===== src/rtl/pll_reset_pkg.sv =====
// ============================================================================
// Module  : pll_reset_pkg
// Brief   : Shared types and constants for the PLL reset sequencer.
// Revision: 1.0
// ============================================================================
`default_nettype none

package pll_reset_pkg;

  typedef enum logic [1:0] {
    HOLD    = 2'd0,
    STABLE  = 2'd1,
    RELEASE = 2'd2,
    RUN     = 2'd3
  } state_e;

  localparam int LOSS_COUNT_W = 8;

endpackage

`default_nettype wire


===== src/rtl/pll_reset_sequencer_sync2.sv =====
// ============================================================================
// Module  : sync2
// Brief   : Two-flop synchroniser with synchronous active-high clear.
// Revision: 1.0
// ============================================================================
`default_nettype none

module sync2 (
  input  logic clock,
  input  logic reset,
  input  logic d_in,
  output logic q_out
);

  logic [1:0] sync_q;
  logic [1:0] sync_d;

  always_comb begin
    sync_d = {sync_q[0], d_in};
  end

  always_ff @(posedge clock) begin
    if (reset) begin
      sync_q <= 2'b00;
    end else begin
      sync_q <= sync_d;
    end
  end

  assign q_out = sync_q[1];

endmodule

`default_nettype wire


===== src/rtl/pll_reset_sequencer.sv =====
// ============================================================================
// Module  : pll_reset_sequencer
// Brief   : Qualifies PLL lock and releases staged domain resets in order.
//           Optional loss counter enabled by defining PLL_RESET_LOSS_COUNT_EN.
// Revision: 1.0
// ============================================================================
`default_nettype none

module pll_reset_sequencer
  import pll_reset_pkg::*;
#(
  parameter int STABLE_CYCLES = 1024,
  parameter int N_STAGES      = 3,
  parameter int STAGE_GAP     = 16
) (
  input  logic                clock,
  input  logic                reset,
  input  logic                pll_lock,
  output logic [N_STAGES-1:0] reset_out,
  output logic                ready
`ifdef PLL_RESET_LOSS_COUNT_EN
  ,
  output logic [LOSS_COUNT_W-1:0] loss_count
`endif
);

  localparam int CNT_W = $clog2(STABLE_CYCLES + 1);
  localparam int GAP_W = $clog2(STAGE_GAP + 1);
  localparam int IDX_W = $clog2(N_STAGES + 1);

  logic lock_s;

  state_e              state_q, state_d;
  logic [CNT_W-1:0]    stable_cnt_q, stable_cnt_d;
  logic [GAP_W-1:0]    gap_cnt_q, gap_cnt_d;
  logic [IDX_W-1:0]    stage_idx_q, stage_idx_d;
  logic [N_STAGES-1:0] reset_out_q, reset_out_d;
  logic                ready_q, ready_d;

  logic release_start;
  logic stage_step;
  logic last_step;

  sync2 u_lock_sync (
    .clock (clock),
    .reset (reset),
    .d_in  (pll_lock),
    .q_out (lock_s)
  );

  // A single-cycle qualification window releases straight out of HOLD.
  always_comb begin
    release_start = lock_s &&
                    (((state_q == HOLD) && (STABLE_CYCLES == 1)) ||
                     ((state_q == STABLE) && (stable_cnt_q == CNT_W'(STABLE_CYCLES - 1))));
    stage_step    = lock_s && (state_q == RELEASE) && (gap_cnt_q == GAP_W'(STAGE_GAP - 1));
    last_step     = stage_step && (stage_idx_q == IDX_W'(N_STAGES - 1));
  end

  always_ff @(posedge clock) begin
    if (reset) begin
      state_q      <= HOLD;
      stable_cnt_q <= '0;
      gap_cnt_q    <= '0;
      stage_idx_q  <= '0;
      reset_out_q  <= '1;
      ready_q      <= 1'b0;
    end else begin
      state_q      <= state_d;
      stable_cnt_q <= stable_cnt_d;
      gap_cnt_q    <= gap_cnt_d;
      stage_idx_q  <= stage_idx_d;
      reset_out_q  <= reset_out_d;
      ready_q      <= ready_d;
    end
  end

  always_comb begin
    state_d      = state_q;
    stable_cnt_d = stable_cnt_q;
    gap_cnt_d    = gap_cnt_q;
    stage_idx_d  = stage_idx_q;
    if (!lock_s) begin
      state_d      = HOLD;
      stable_cnt_d = '0;
      gap_cnt_d    = '0;
      stage_idx_d  = '0;
    end else begin
      case (state_q)
        HOLD: begin
          state_d      = STABLE;
          stable_cnt_d = CNT_W'(1);
        end
        STABLE: begin
          stable_cnt_d = stable_cnt_q + CNT_W'(1);
        end
        RELEASE: begin
          if (stage_step) begin
            gap_cnt_d   = '0;
            stage_idx_d = stage_idx_q + IDX_W'(1);
            if (last_step) begin
              state_d = RUN;
            end
          end else begin
            gap_cnt_d = gap_cnt_q + GAP_W'(1);
          end
        end
        default: begin
          state_d = RUN;
        end
      endcase
      if (release_start) begin
        state_d     = (N_STAGES == 1) ? RUN : RELEASE;
        gap_cnt_d   = '0;
        stage_idx_d = IDX_W'(1);
      end
    end
  end

  always_comb begin
    reset_out_d = reset_out_q;
    ready_d     = ready_q;
    if (!lock_s) begin
      reset_out_d = '1;
      ready_d     = 1'b0;
    end else begin
      if (release_start) begin
        reset_out_d[0] = 1'b0;
        if (N_STAGES == 1) begin
          ready_d = 1'b1;
        end
      end
      for (int k = 1; k < N_STAGES; k++) begin
        if (stage_step && (stage_idx_q == IDX_W'(k))) begin
          reset_out_d[k] = 1'b0;
        end
      end
      if (last_step) begin
        ready_d = 1'b1;
      end
    end
  end

  assign reset_out = reset_out_q;
  assign ready     = ready_q;

`ifdef PLL_RESET_LOSS_COUNT_EN
  logic [LOSS_COUNT_W-1:0] loss_q, loss_d;
  logic                    lock_lost;

  // Only losses after release has begun are counted; STABLE drop-outs are not.
  always_comb begin
    lock_lost = !lock_s && ((state_q == RELEASE) || (state_q == RUN));
    loss_d    = loss_q;
    if (lock_lost && (loss_q != {LOSS_COUNT_W{1'b1}})) begin
      loss_d = loss_q + LOSS_COUNT_W'(1);
    end
  end

  always_ff @(posedge clock) begin
    if (reset) begin
      loss_q <= '0;
    end else begin
      loss_q <= loss_d;
    end
  end

  assign loss_count = loss_q;
`endif

endmodule

`default_nettype wire

===== config.mk =====
export PLATFORM = sky130hd
export DESIGN_NAME = pll_reset_sequencer
export DESIGN_NICKNAME = d
export VERILOG_FILES = /design/src/rtl/pll_reset_pkg.sv /design/src/rtl/pll_reset_sequencer_sync2.sv /design/src/rtl/pll_reset_sequencer.sv
export SDC_FILE = /design/constraint.sdc
export NUM_CORES = 1
export LEC_CHECK = 0
export CORE_MARGIN = 2
export CORE_UTILIZATION = 50
export DETAILED_ROUTE_END_ITERATION = 8
export PLACE_DENSITY = 0.69
export SETUP_SLACK_MARGIN = 0.02
export SLEW_MARGIN = 15
export SYNTH_ARGS = -nofsm -noshare
export SYNTH_HDL_FRONTEND = slang
export SYNTH_SLANG_ARGS = --single-unit

===== constraint.sdc =====
create_clock -name clock -period 1.9 [get_ports clock]
set_input_delay 0.19 -clock clock [delete_from_list [all_inputs] [get_ports clock]]
set_output_delay 0.19 -clock clock [all_outputs]
set_load 0.02 [all_outputs]

Yosys cells after proc, flatten, opt, wreduce, memory -nomap -nowiden --
Cells that the tools add are included. W data, S select, Z words.
Operators by class: bitwise operators 2, reductions and logical operators 16, $add $sub $neg 3, equality and inequality tests 11, multiplexer cells 9
Operators with widths (number):
- $pmux W11 S2 | 1
- $add A11 B1 Y11 const B | 1
- $eq A11 B10 Y1 const B | 1
- $logic_and A1 B1 Y1 | 6
- $mux W2 | 3
- $ne A2 B2 Y1 const B | 3
- $ne A3 B3 Y1 const B | 2
- $pmux W2 S3 | 1
- $reduce_and A3 Y1 | 2
- $reduce_bool A2 Y1 | 3
- $add A5 B1 Y5 const B | 1
- $eq A5 B4 Y1 const B | 1
- $mux W5 | 1
- $eq A2 B1 Y1 const B | 2
- $eq A2 B2 Y1 const B | 2
- $reduce_and A2 Y1 | 2
- $mux W1 | 3
- $reduce_or A3 Y1 | 1
- $add A2 B1 Y2 const B | 1
- $logic_not A2 Y1 | 1
- $not A1 Y1 | 2
- $reduce_or A2 Y1 | 1
Storage, ports and cells: flip-flop bits (word level) 26, input bits 3, word-level logic and storage cells 52, output and inout port bits 4

Logic depth before layout (Yosys ltp) --
depth in word-level cells 8, gate-level depth with buffers 6, gate-level depth less buffers 5

Hierarchy --
Synthesis repeated with hierarchy kept, for this count alone.
Unflattened totals: cells, all modules 114, area, all modules 1081.0 sq um
Modules (own cells, without submodules):
- pll_reset_sequencer | seq. area each 480.5 sq um, cells each 110, area an instance 1028.5 sq um, times used 1
- sync2 | seq. area each 40.0 sq um, cells each 4, area an instance 52.6 sq um, times used 1

Least setup slack after synthesis --
OpenSTA, ideal clock, no wires.
kind reg-to-reg, from reg stable_cnt_q[0], to reg gap_cnt_q[4], stages on the path, launching flop included 7, data arrival time 1.210 ns, setup slack 0.599 ns, data required time 1.809 ns, library setup time 0.091 ns, period minus slack after synthesis 1.301 ns, cells stage by stage dfxtp_1 -> ha_1 -> and4b_1 -> buf_6 -> nand4_4 -> nand2_4 -> a311oi_1
On the way: word-level cells in the longest chain between the ends 4
RTL lines:
- from (decl) | line pll_reset_sequencer.sv:34 | logic [CNT_W-1:0] stable_cnt_q, stable_cnt_d;
- from (signal assigned) | line pll_reset_sequencer.sv:70 | stable_cnt_q <= stable_cnt_d;
- $eq A11 B10 Y1 | line pll_reset_sequencer.sv:55 | ((state_q == STABLE) && (stable_cnt_q == CNT_W'(STABLE_CYCLES - 1))));
- $logic_and A1 B1 Y1 | line pll_reset_sequencer.sv:55
- $logic_and A1 B1 Y1 | line pll_reset_sequencer.sv:53 | release_start = lock_s &&
- $reduce_or A3 Y1 (no line)
- to (signal assigned) | line pll_reset_sequencer.sv:71 | gap_cnt_q <= gap_cnt_d;
- to (decl) | line pll_reset_sequencer.sv:35 | logic [GAP_W-1:0] gap_cnt_q, gap_cnt_d;
Every way passes these cells. A chain may end at the register's enable or synchronous reset.

Final worst setup path --
from reg state_q[1], to reg reset_out_q[2], in the netlist reset_out[2]
On the way: word-level cells in the longest chain between the ends 4
RTL lines:
- from (decl) | line pll_reset_sequencer.sv:33 | state_e state_q, state_d;
- from (signal assigned) | line pll_reset_sequencer.sv:69 | state_q <= state_d;
- $eq A2 B2 Y1 | line pll_reset_sequencer.sv:56 | stage_step = lock_s && (state_q == RELEASE) && (gap_cnt_q == GAP_W'(STAGE_GAP - 1));
- $logic_and A1 B1 Y1 (2 in a row) | line pll_reset_sequencer.sv:56
- $logic_and A1 B1 Y1 | line pll_reset_sequencer.sv:134 | if (stage_step && (stage_idx_q == IDX_W'(k))) begin
- to (signal assigned) | line pll_reset_sequencer.sv:73 | reset_out_q <= reset_out_d;
- to (decl) | line pll_reset_sequencer.sv:37 | logic [N_STAGES-1:0] reset_out_q, reset_out_d;
Every way passes these cells.

==> results by group <==
Floorplan
  – IO Pins: 7
  – Rows: 17
  – Die area: 2600 um2
  – Die Width: 51.0 um
  – Initial core utilization: 51.5%
  – Core Region: 2150 um2
  – Die Height: 51.0 um

Synth
  – Register area share after synthesis: 47.1%
  – Syn Inst Count: 114
  – Area share of the largest cell type after synthesis: 47.1%
  – Synth unique cells: 32
  – Post-Syn Nets: 121
  – Area leader, netlist: dfxtp_1
  – Ys Warns: 0
  – Largest cells by area after synthesis: dfxtp_1, xor2_1, nor2_1
  – Seq cells post-synth: 26
  – Syn avg cell area: 9.70 um2
  – Synth Cell Area: 1110 um2

STA
  – Final setup viols: 0
  – Fin crit share: 86.6%
  – Fin. Hold Viols: 0
  – Fin Clk Skew: 0.00560 ns
  – Min Tclk post-route: 1.64 ns
  – RSZ-0062 raised after global routing: no
  – Worst slew margin: 60.7%
  – Setup TNS: 0 ns
  – Least-Margin Pin Slew: 0.585 ns
  – Pins Over Slew Limit: 0
  – Fmax: 608 MHz

Pwr
  – Max rail drop VDD: 0.402 mV
  – Pwr/cell area: 655 nW/um2
  – Pleak: 0.429 nW

Worst setup path
  – Max FO, Critical Path: 11
  – Levels on crit path: 4
  – Buf/Inv on CP: 0
  – Worst path required time: 2.12 ns
  – Delay of the slowest critical-path stage: 0.52 ns
  – Startpoint Class: register
  – CP top delay family: simple AND/OR/NAND/NOR gates
  – Worst path slowest cell: dfxtp_1
  – Critical-path cell list: nor2b_2 -> and4_1 -> nand2_1 -> a21o_1
  – Crit path capture type: register
  – R2r endpoint: reset_out[2]
  – Critical Path AT: 1.86 ns
  – Reg2reg start: state_q[1]
  – Critical path endpoint: reset_out[2]
  – Crit path launch: state_q[1]
  – R2r setup slk: 0.26 ns
  – R2r worst-path depth: 4
  – Crit Path Class: register to register

Clocking
  – Postcts setup bufs: 0
  – CTS root buf: clkbuf_4
  – Hold_buf cts: 0
  – CTS Buf Count: 3
  – Clock Latency Late Sink: 0.30 ns
  – CTS sink cnt: 26
  – # H-tree levels: 1
  – Clock Path Buffers: 2
  – CTS tree: yes
  – Clk slew on worst S/H paths: 0.13 ns
  – PostCTS Resize Cnt: 0

Run status
  – Status: finished, final reports clean

Global route
  – Total grt overflow: 0
  – Initial antenna violation count: 0
  – GRT Resource Usage Total: 15.4%
  – First-pass GRT wire length: 3110 um
  – Largest net degree at the start of global routing: 14
  – Vias in the first global route: 762

Detailed routing
  – Vias/cell: 5.29
  – Routed len/inst: 11.1 um
  – 1st-iter DRT viols: 10
  – Drt drc: 0
  – Routed wire length: 1640 um
  – Antenna Violating Nets Remaining: 0
  – DRT Pass-1 Iters: 4
  – Vias: 783

Placement
  – Final RePlAce weighted congestion: 0.734
  – Port Buffers: 6
  – DP Wirelength: 1260 um

Layout
  – Most frequent cells in the layout: dfxtp_1, nor2_1, nand2_1, xor2_1, a21oi_1
  – Area of the multi-input gates: 541 um2
  – Filler cells: 192
  – # diodes: 0
  – Layout Utilization: 55.6%
  – Reg area: 520 um2
  – Layout cells sized above 1: 6.67%
  – Layout area overhead: 7.92%
  – Total Nets Final: 129
  – Commonest non-fill, non-tap cell in the layout: dfxtp_1

Flow run
  – # Max-Cap Violations: 0

Min path
  – Hold crit path type: primary input to register
[cell families (layout without fill, tap and decap cells)]
| family | after synthesis | after routing | share of synthesized area, % |
|---|---|---|---|
| xor gates and xnor gates | 11 | 11 | 8.71 |
| DFF | 26 | 26 | 47.1 |
| AOI/OAI and AO/OA | 15 | 15 | 8.26 |
| muxes | 1 | 1 | 1.02 |
| and+or+nand+nor | 50 | 50 | 26.4 |
| adders and majority gates | 4 | 4 | 4.53 |
| buffers and inverters | 7 | 13 | 4.07 |
[area by class of cell]
class	count	share of cell area, %
multi-input combinational	81	45.3
sequential	26	43.6
timing repair buffer	6	5.03
tap	28	2.94
clock buffer	3	1.89
inverter	4	1.26
[synth_stat cells (all sizes together)]
master	n
nand3b	1
nor2b	7
nand2b	2
or3	1
dfxtp	26
a21o	2
and2	1
xor2	8
nand3	3
and2b	1
a211oi	1
and3	2
a311oi	1
buf	3
and4	2
inv	4
xnor2	3
ha	4
o21ai	2
mux2	1
nor2	14
nor3	1
nand4	4
nand2	9
a21oi	7
a22oi	2
and4b	2
[how the worst min path moves through the flow]
stage                                from               endpoint  slack (ns)  depth (start not counted)
floorplan                           reset  u_lock_sync.sync_q[0]        0.26                          1
global placement    u_lock_sync.sync_q[0]  u_lock_sync.sync_q[1]        0.42                          1
detailed placement           gap_cnt_q[4]           gap_cnt_q[4]        0.43                          2
CTS                              pll_lock  u_lock_sync.sync_q[0]        0.41                          2
global route                     pll_lock  u_lock_sync.sync_q[0]        0.42                          2
finish                           pll_lock  u_lock_sync.sync_q[0]        0.42                          2
[routing by layer]
layer | GRT usage (%) | wire, um
met1 | 18.3 | 792
met2 | 27.7 | 805
met5 | 0 | 0
met3 | 2.63 | 32
met4 | 5.41 | 11
[sequential cells by signal, indices dropped and copies added (netlist names)]
| signal | flops |
|---|---|
| stable_cnt_q | 11 |
| gap_cnt_q | 5 |
| reset_out | 3 |
| stage_idx_q | 2 |
| state_q | 2 |
| u_lock_sync.sync_q | 2 |
| ready | 1 |
[metrics by stage]
step                      hold WS, ns  area (um2)  setup slack (ns)  power [mW]  cells
after floorplan                 0.262        1110             0.599       0.569    114
after global placement          0.419        1170             0.333       0.576    145
after detailed placement        0.427        1170             0.281       0.576    145
after CTS                       0.415        1190             0.256       0.794    148
after global routing            0.421        1190             0.121       0.818    148
final                           0.425        1190             0.255       0.782    148
[power breakdown]
part | leakage (nW) | switching, mW | internal (mW)
combinational | 0.205 | 0.00560 | 0.00731
sequential | 0.210 | 0.00237 | 0.548
clock | 0.0138 | 0.145 | 0.0739
Power figures use the tool's default switching activity.
